===== src/rtl/mem_access_unit.sv =====
// MEM-stage data-memory initiator: issues one valid/ready bus request per load/store,
// aligns and extends load data, and holds the pipeline while the access is in flight.
module mem_access_unit #(
  parameter int TIMEOUT_CYCLES = 16,
  parameter int CNT_WIDTH      = 5
) (
  input  logic        clk,
  input  logic        reset,
  input  logic        valid_m,
  input  logic        MemRead_m,
  input  logic        MemWrite_m,
  input  logic [2:0]  funct3_m,
  input  logic [31:0] ALUResult_m,
  input  logic [31:0] WriteData_m,
  output logic        stall_m,
  output logic [31:0] FinalDataMemoryRead_m,
  output logic        access_fault_m,
  output logic        bus_err_m,
  output logic        dmem_req_valid,
  input  logic        dmem_req_ready,
  output logic        dmem_we,
  output logic [31:0] dmem_addr,
  output logic [3:0]  dmem_wstrb,
  output logic [31:0] dmem_wdata,
  input  logic        dmem_rsp_valid,
  input  logic        dmem_rsp_err,
  input  logic [31:0] dmem_rdata
);

  typedef enum logic [1:0] {
    IDLE = 2'd0,
    REQ  = 2'd1,
    WAIT = 2'd2,
    DONE = 2'd3
  } state_t;

  state_t               state;
  state_t               state_nxt;
  logic [CNT_WIDTH-1:0] cnt;
  logic [2:0]           funct3_q;
  logic [1:0]           off_q;
  logic                 load_q;

  logic op;
  logic is_load;
  logic size_ok;
  logic align_ok;
  logic access_ok;
  logic timeout;

  function automatic logic [31:0] load_extract(input logic [2:0]  f3,
                                               input logic [1:0]  off,
                                               input logic [31:0] word);
    logic [31:0] lane;
    lane = word >> {off, 3'b000};
    case (f3)
      3'b000:  load_extract = {{24{lane[7]}}, lane[7:0]};
      3'b100:  load_extract = {24'd0, lane[7:0]};
      3'b001:  load_extract = {{16{lane[15]}}, lane[15:0]};
      3'b101:  load_extract = {16'd0, lane[15:0]};
      default: load_extract = word;
    endcase
  endfunction

  function automatic logic [3:0] store_strb(input logic [2:0] f3, input logic [1:0] off);
    case (f3[1:0])
      2'b00:   store_strb = 4'b0001 << off;
      2'b01:   store_strb = 4'b0011 << off;
      default: store_strb = 4'b1111;
    endcase
  endfunction

  function automatic logic [31:0] store_data(input logic [2:0] f3, input logic [31:0] wd);
    case (f3[1:0])
      2'b00:   store_data = {4{wd[7:0]}};
      2'b01:   store_data = {2{wd[15:0]}};
      default: store_data = wd;
    endcase
  endfunction

  assign op      = valid_m & (MemRead_m | MemWrite_m);
  // A simultaneous read+write request is served as a load.
  assign is_load = MemRead_m;

  always_comb begin
    size_ok  = 1'b0;
    align_ok = 1'b0;
    case (funct3_m)
      3'b000, 3'b001, 3'b010: size_ok = 1'b1;
      3'b100, 3'b101:         size_ok = is_load;
      default:                size_ok = 1'b0;
    endcase
    case (funct3_m[1:0])
      2'b00:   align_ok = 1'b1;
      2'b01:   align_ok = ~ALUResult_m[0];
      2'b10:   align_ok = (ALUResult_m[1:0] == 2'b00);
      default: align_ok = 1'b0;
    endcase
  end

  assign access_ok = size_ok & align_ok;
  assign timeout   = (cnt == CNT_WIDTH'(TIMEOUT_CYCLES - 1));

  // Gating with reset keeps the pipeline free the instant reset is asserted.
  assign stall_m        = reset & op & (state != DONE);
  assign dmem_req_valid = (state == REQ);

  always_ff @(posedge clk or negedge reset) begin
    if (!reset) state <= IDLE;
    else        state <= state_nxt;
  end

  always_comb begin
    state_nxt = state;
    case (state)
      IDLE: if (op) state_nxt = access_ok ? REQ : DONE;
      REQ:  if (dmem_req_ready) state_nxt = WAIT;
      WAIT: if (dmem_rsp_valid || timeout) state_nxt = DONE;
      DONE: state_nxt = IDLE;
      default: state_nxt = IDLE;
    endcase
  end

  always_ff @(posedge clk or negedge reset) begin
    if (!reset) begin
      cnt                   <= '0;
      funct3_q              <= 3'd0;
      off_q                 <= 2'd0;
      load_q                <= 1'b0;
      FinalDataMemoryRead_m <= 32'd0;
      access_fault_m        <= 1'b0;
      bus_err_m             <= 1'b0;
      dmem_we               <= 1'b0;
      dmem_addr             <= 32'd0;
      dmem_wstrb            <= 4'd0;
      dmem_wdata            <= 32'd0;
    end else begin
      case (state)
        IDLE: begin
          if (op) begin
            access_fault_m <= ~access_ok;
            bus_err_m      <= 1'b0;
            if (access_ok) begin
              funct3_q   <= funct3_m;
              off_q      <= ALUResult_m[1:0];
              load_q     <= is_load;
              dmem_we    <= ~is_load;
              dmem_addr  <= {ALUResult_m[31:2], 2'b00};
              dmem_wstrb <= is_load ? 4'b0000 : store_strb(funct3_m, ALUResult_m[1:0]);
              dmem_wdata <= is_load ? 32'd0 : store_data(funct3_m, WriteData_m);
            end else begin
              FinalDataMemoryRead_m <= 32'd0;
            end
          end
        end
        REQ: begin
          if (dmem_req_ready) cnt <= '0;
        end
        WAIT: begin
          cnt <= cnt + CNT_WIDTH'(1);
          if (dmem_rsp_valid) begin
            bus_err_m <= dmem_rsp_err;
            if (load_q)
              FinalDataMemoryRead_m <= dmem_rsp_err ? 32'd0
                                                    : load_extract(funct3_q, off_q, dmem_rdata);
          end else if (timeout) begin
            bus_err_m             <= 1'b1;
            FinalDataMemoryRead_m <= 32'd0;
          end
        end
        default: ;
      endcase
    end
  end

endmodule


===== config.mk =====
export PLATFORM = sky130hd
export DESIGN_NAME = mem_access_unit
export DESIGN_NICKNAME = d
export VERILOG_FILES = /design/src/rtl/mem_access_unit.sv
export SDC_FILE = /design/constraint.sdc
export NUM_CORES = 1
export LEC_CHECK = 0
export ABC_AREA = 1
export CORE_MARGIN = 4
export CORE_UTILIZATION = 41
export CTS_CLUSTER_DIAMETER = 30
export DETAILED_ROUTE_END_ITERATION = 12
export PLACE_DENSITY = 0.8
export RECOVER_POWER = 25
export REMOVE_ABC_BUFFERS = 1
export SLEW_MARGIN = 20
export SYNTH_ARGS = -nofsm -noshare
export SYNTH_HDL_FRONTEND = slang
export SYNTH_SLANG_ARGS = --single-unit

===== constraint.sdc =====
create_clock -name clk -period 1.7 [get_ports clk]
set_input_delay 0.34 -clock clk [delete_from_list [all_inputs] [get_ports clk]]
set_output_delay 0.34 -clock clk [all_outputs]
set_load 0.02 [all_outputs]

==> results of run 1 <==
==> repair_timing <==
item,4_1_cts,5_1_grt
buffers inserted,2,1
gates cloned,0,0
pin swaps,2,3
resized for setup,114,15
setup endpoints to repair,135,97
==> power by group through the flow <==
stage,logic [mW],clock network (mW),registers [mW]
after global routing,7.76,3.68,4.57
final,7.04,3.47,4.42
after CTS,7.03,3.54,4.42
after detailed placement,7.60,0,4.45
after global placement,7.49,0,4.44
after floorplan,2.53,0,5.63
==> registers in the layout (all words and copies together), names as in the netlist <==
name                   cells
dmem_we                    1
off_q                      2
cnt                        5
dmem_wdata                32
access_fault_m             1
funct3_q                   3
bus_err_m                  1
FinalDataMemoryRead_m     32
dmem_wstrb                 4
load_q                     1
dmem_addr                 30
state                      2
==> routing by layer <==
| layer | vias to the layer above | part of all wire [%] | track usage [%] |
|---|---|---|---|
| li1 | 2887 | - | - |
| met1 | 2699 | 40 | 27.5 |
| met4 | 0 | 2.3 | 9.34 |
| met3 | 31 | 12 | 9.64 |
| met5 | - | 0 | 0 |
| met2 | 282 | 47 | 37.5 |
==> worst max-delay path by stage <==
stage | startpoint | end | slack, ns | cells after the start
4_1_cts | state[0] | stall_m | -0.002 | 3
3_5_place_dp | funct3_m[1] | dmem_wdata[29] | -0.39 | 6
3_3_place_gp | funct3_m[1] | dmem_wdata[29] | -0.35 | 6
5_1_grt | cnt[0] | FinalDataMemoryRead_m[4] | -0.13 | 12
2_1_floorplan | state[0] | dmem_wdata[24] | -1.31 | 8
6_report | cnt[0] | FinalDataMemoryRead_m[3] | 0.004 | 12
==> logic make-up (layout without fill, tap and decap cells) <==
logic type	after synthesis	in the layout
XOR/XNOR	1	1
adder cells (fa/ha/maj)	6	6
AO/OA/AOI/OAI	89	89
flip-flops	114	114
buffers and inverters	99	351
other	1	2
AND/OR/NAND/NOR	451	451
==> critical path: cells and delay by family (launching register included) <==
| kind | cells | cell delay [ns] |
|---|---|---|
| simple gates | 8 | 0.65 |
| flops | 1 | 0.35 |
| fa+ha+maj | 2 | 0.34 |
| buf+inv | 2 | 0.22 |
==> cells in the final DEF, fill, tap and decap left out, types with 2 or more instances in the layout <==
cell type,n
a21oi_1,21
a22oi_1,8
buf_12,8
buf_4,43
buf_6,2
bufinv_16,2
clkbuf_1,4
clkbuf_16,17
clkbuf_8,2
clkdlybuf4s50_1,105
clkinv_2,5
clkinvlp_4,2
conb_1,2
dfrtp_1,114
dlygate4sd2_1,101
ha_1,4
ha_2,2
inv_1,49
inv_2,8
nand2_1,323
nand3_1,74
nand3_2,3
nor2_1,35
nor2_2,2
nor2_4,3
o211ai_1,5
o21a_1,2
o21ai_0,27
o21ai_1,12
o21ai_2,11
or2_2,5
==> layout make-up <==
type / count / area [um^2] / share of cell area (%)
flip-flops and latches: 114 / 2850 / 32.3
well taps: 180 / 225 / 2.55
repair buffers: 261 / 2450 / 27.7
clock inverters: 10 / 109 / 1.23
multi-input cells: 549 / 2510 / 28.4
clock buffers: 22 / 464 / 5.26
inverters: 58 / 220 / 2.49
==> metrics by stage <==
stage	area (um^2)	utilization [%]
floorplan	5540	-
global placement	8340	60.3
detailed placement	8340	60.3
CTS	8800	63.7
global route	8830	63.9
finish	8830	63.9
==> run metrics, run 1 <==
DR iter-0 viols=497; vias in the first global route=6139; Post-DP HPWL=13000 um; multiplexer share of the synthesized area=0%; Cells after Synth=761; ant diodes=0; num rows=43; Final WS setup=0.00444 ns; max-slew violation count=0; Period minus WS final=1.70 ns; vias per std cell=4.94; DIE WIDTH=127 um; Clock Path Buffers=2; count leader, synth=nand2_1; RSZ-0062 raised after global routing=true; Core ar.=0.0138 mm^2; R2R Setup Slk=0.004 ns; max cap viols=0; PwrDens=1690 mW/mm^2; final setup fails=0; post-synthesis sequential area ratio=49.3%; reg-to-reg endpoint=FinalDataMemoryRead_m[3]; crit path launch type=register; Synth Area in XOR/XNOR=0.151%; hold path cells=3; Hold/Removal Path Class=in2reg; CTS tree=built; most frequent CP cell=nand2_1; GP Congestion=0.875; Global Route Usage Sum=23.2%; Post-synth EDFFs=0; NumNets Final=1114; Worst EP required=2.00 ns; Crit. End Element=register; drt pass-1 iters=5; number of synthesis warnings=0; Mapped Avg Cell Area=7.60 um^2; clock power share=23.3%; Max stage delay on crit path=0.35 ns; largest net degree at the start of global routing=115; post-synth top area cell=dfrtp_1; status=finished, final reports clean; switching share of total power=41.0%; Combinational Power Share=47.2%; total CTS buffers=17; Final Skew=0.00746 ns; FMAX=590 MHz; PortBufs=209; placed insts=1159; first-pass GRT wire length=29800 um; Peak VDD IR=1.01 mV; Worst Reg-to-Reg Cells=12; FF-to-FF Start=cnt[0]; largest family of logic cells by synthesized area=simple AND/OR/NAND/NOR gates; Clock transition at path regs=0.05 ns; H-tree levels=4; cell-by-cell trace of the critical path=ha_2, nand2_1, nor2_1, ha_1, nor2_1, nand2_1, nand3_2, nor2_4, inv_2, buf_12, nand2_1, nand2_1; total global routing overflow=0; clock root buffer=clkbuf_16; slowest CP cell=dfrtp_1; Seq cells post-synth=114; Fin. Hold Viols=0; fin crit share=99.7%; number of hold buffers added after cts=0; WHS=0.459 ns; Async SR Flop Fraction=100%; synth unique cells=32; Critical Path AT=1.99 ns; worst skew pair latency=0.42 ns; Syn Std Cell Area=0.00579 mm^2; top cells by count, synth=nand2_1 (323), dfrtp_1 (114), nand3_1 (75); kind of critical path=reg2reg; hold_sp=ALUResult_m[15]; number of antenna violations at the first check in global routing=0; Crit Path Max Fanout=23; Synth Area in Adders=1.30%; initial core utilization=41.9%; io pins=212; Switch Pwr=6.13 mW; WL/cell=15.2 um; die footprint=0.0161 mm^2; Post-Layout Cell Count=1194; # fillers=1190; Hold EP=dmem_addr[15]; Post-Synth Simple-Gate Area=32.0%; DRT Wirelength=18200 um; Die Height=127 um; Least-Margin Pin Slew=1.44 ns; DR DRC count=0; Synth Area in Compound Gates=9.12%; largest cells by area after synthesis=dfrtp_1 (49%), nand2_1 (21%), nand3_1 (6.5%); max_slew headroom=3.78%; Power Internal=8.81 mW; Post-DRT Antenna Nets=0; area share of the largest cell type after synthesis=49.3%; sequential power share=29.6%; Power Total=14.9 mW; Layout area overhead=52.6%; setup_tns=0 ns; ratio of cells with drive above 1 in the final layout=12.0%; P_leak=4.86 nW; ys flop type=dfrtp_1; post-placement worst setup slack=-0.385 ns; Vias=5899; CTS Sinks=114
No activity file was read; power rests on OpenSTA's default activity.
==> run 2: changes to the inputs <==
Settings changed: CAP_MARGIN from default to 10.
==> results of run 2 <==
The final DEF is identical to that of run 1; final timing and power are the same.
==> run 3: changes to the inputs <==
Clock period 1.7 ns to 1.4 ns, I/O delays scaled along.
==> run metrics, run 3 (synthesized netlist as in run 1, its figures left out) <==
status=finished, violations left; violated checks=negative setup slack; Clock transition at path regs=0.05 ns; Final Skew=0.00823 ns; max-slew violation count=0; DIE WIDTH=127 um; CTS tree=built; DR iter-0 viols=653; GP Congestion=0.909; PortBufs=209; most common cell after layout, fill and taps aside=nand2_1; FMAX=527 MHz; ratio of cells with drive above 1 in the final layout=36.8%; Fin. Hold Viols=0; clock root buffer=clkbuf_16; H-tree levels=4; met1 usage=32.8%; Layout area overhead=77.9%; switching share of total power=42.1%; placed insts=1172; met2 Use GR=47.8%; Worst EP required=1.76 ns; CTS Sinks=114; Post-DRT Antenna Nets=0; sequential power share=26.0%; Global Route Usage Sum=28.8%; Power Internal=12.6 mW; clock power share=21.4%; initial core utilization=41.9%; Vias=6729; NumNets Final=1173; io pins=212; largest net degree at the start of global routing=90; Period minus WS final=1.90 ns; max cap viols=0; drt pass-1 iters=5; Hold/Removal Path Class=in2reg; Crit. End Element=register; met3 Track Usage GR=11.3%; number of antenna violations at the first check in global routing=1; total global routing overflow=0; worst skew pair latency=0.43 ns; Peak VDD IR=1.47 mV; num rows=43; vias in the first global route=6918; DRT Wirelength=24100 um; Core ar.=0.0138 mm^2; commonest cells after routing, fill and taps aside=nand2_1 (223), dfrtp_1 (114), clkdlybuf4s50_1 (105); Clock Path Buffers=2; Crit Path Max Fanout=5; crit path launch type=register; Least-Margin Pin Slew=0.734 ns; PwrDens=2120 mW/mm^2; setup_tns=-56.77 ns; ant diodes=0; Post-Layout Cell Count=1252; RSZ-0062 raised after global routing=true; most used routing layer=met2; final setup fails=204; WL/cell=19.2 um; Combinational Power Share=52.6%; DR DRC count=0; WHS=0.403 ns; Post-DP HPWL=13200 um; Critical Path AT=2.26 ns; die footprint=0.0161 mm^2; kind of critical path=reg2reg; Die Height=127 um; total CTS buffers=17; Final WS setup=-0.497 ns; Regs by FF count=FinalDataMemoryRead_m x32, dmem_wdata x32, dmem_addr x30; first-pass GRT wire length=36100 um; Switch Pwr=9.18 mW; fin crit share=135%; P_leak=5.28 nW; max_slew headroom=51.0%; vias per std cell=5.37
## run 3: cell types whose count changed in the layout (fill, tap and decap cells not counted), sizes merged
cell	previous run	this run
clkbuf	23	82
inv	58	57
clkdlybuf4s15	0	25
buf	54	128
dlygate4sd3	0	1
bufinv	2	4
dlygate4sd2	101	0
clkinvlp	2	1
## run 3: layout make-up
cell class	count	area, um^2
flip-flops and latches	114	2850
well taps	180	225
fillers	909	3530
clock inverters	10	156
repair buffers	320	3150
multi-input cells	549	3200
clock buffers	21	470
inverters	58	245
## run 3: layer usage
layer | vias to the layer above | share of wire (%)
met5 | - | 0.054
met4 | 2 | 3.8
met3 | 81 | 11
met2 | 427 | 50
met1 | 3191 | 35
li1 | 3028 | -
## run 3: critical path, stage by stage (launching register included)
cell and delay [ns]:
dfrtp_1 0.38, ha_2 0.23, nand2_2 0.07, nor2_2 0.09, ha_2 0.17, nor2_1 0.04
nand2_1 0.10, nand3_2 0.11, nor2_4 0.20, buf_6 0.16, clkbuf_16 0.15, nand3_2 0.07
nand2_1 0.07
## run 3: repair_timing
| action | 4_1_cts | 5_1_grt |
|---|---|---|
| cloned | 17 | 2 |
| setup endpoints to repair | 217 | 246 |
| hold buffers | 1 | 0 |
| endpoints found under the hold margin | 25 | 0 |
| pin swaps | 43 | 35 |
| setup buffers | 25 | 9 |
| resized for setup | 404 | 205 |
## run 3: through the flow
step	power (mW)	cell area, um^2	setup slack, ns	utilization, %
floorplan	9.91	5540	-1.61	-
global placement	14.6	8440	-0.644	61.0
detailed placement	14.8	8440	-0.704	61.0
CTS	21.0	10300	-0.372	74.4
global route	22.9	10300	-0.589	74.4
finish	21.8	10300	-0.497	74.4
## run 3: final timing paths
path	cells past startpoint	slack, ns	endpoint	startpoint
worst min register to register	2	0.47	FinalDataMemoryRead_m[23]	FinalDataMemoryRead_m[23]
max in group asynchronous	4	-0.20	FinalDataMemoryRead_m[26]	reset
worst min-delay path	3	0.40	dmem_addr[9]	ALUResult_m[9]
min in group asynchronous	3	0.69	FinalDataMemoryRead_m[6]	reset
worst max register to register	12	-0.50	FinalDataMemoryRead_m[24]	cnt[1]
worst max-delay path	12	-0.50	FinalDataMemoryRead_m[24]	cnt[1]
## run 3: power groups by stage
stage / clock network, mW / logic, mW / registers (mW)
3_5_place_dp: 0 / 9.38 / 5.40
5_1_grt: 4.88 / 12.3 / 5.82
3_3_place_gp: 0 / 9.22 / 5.39
2_1_floorplan: 0 / 3.07 / 6.84
6_report: 4.68 / 11.5 / 5.67
4_1_cts: 4.67 / 10.8 / 5.52
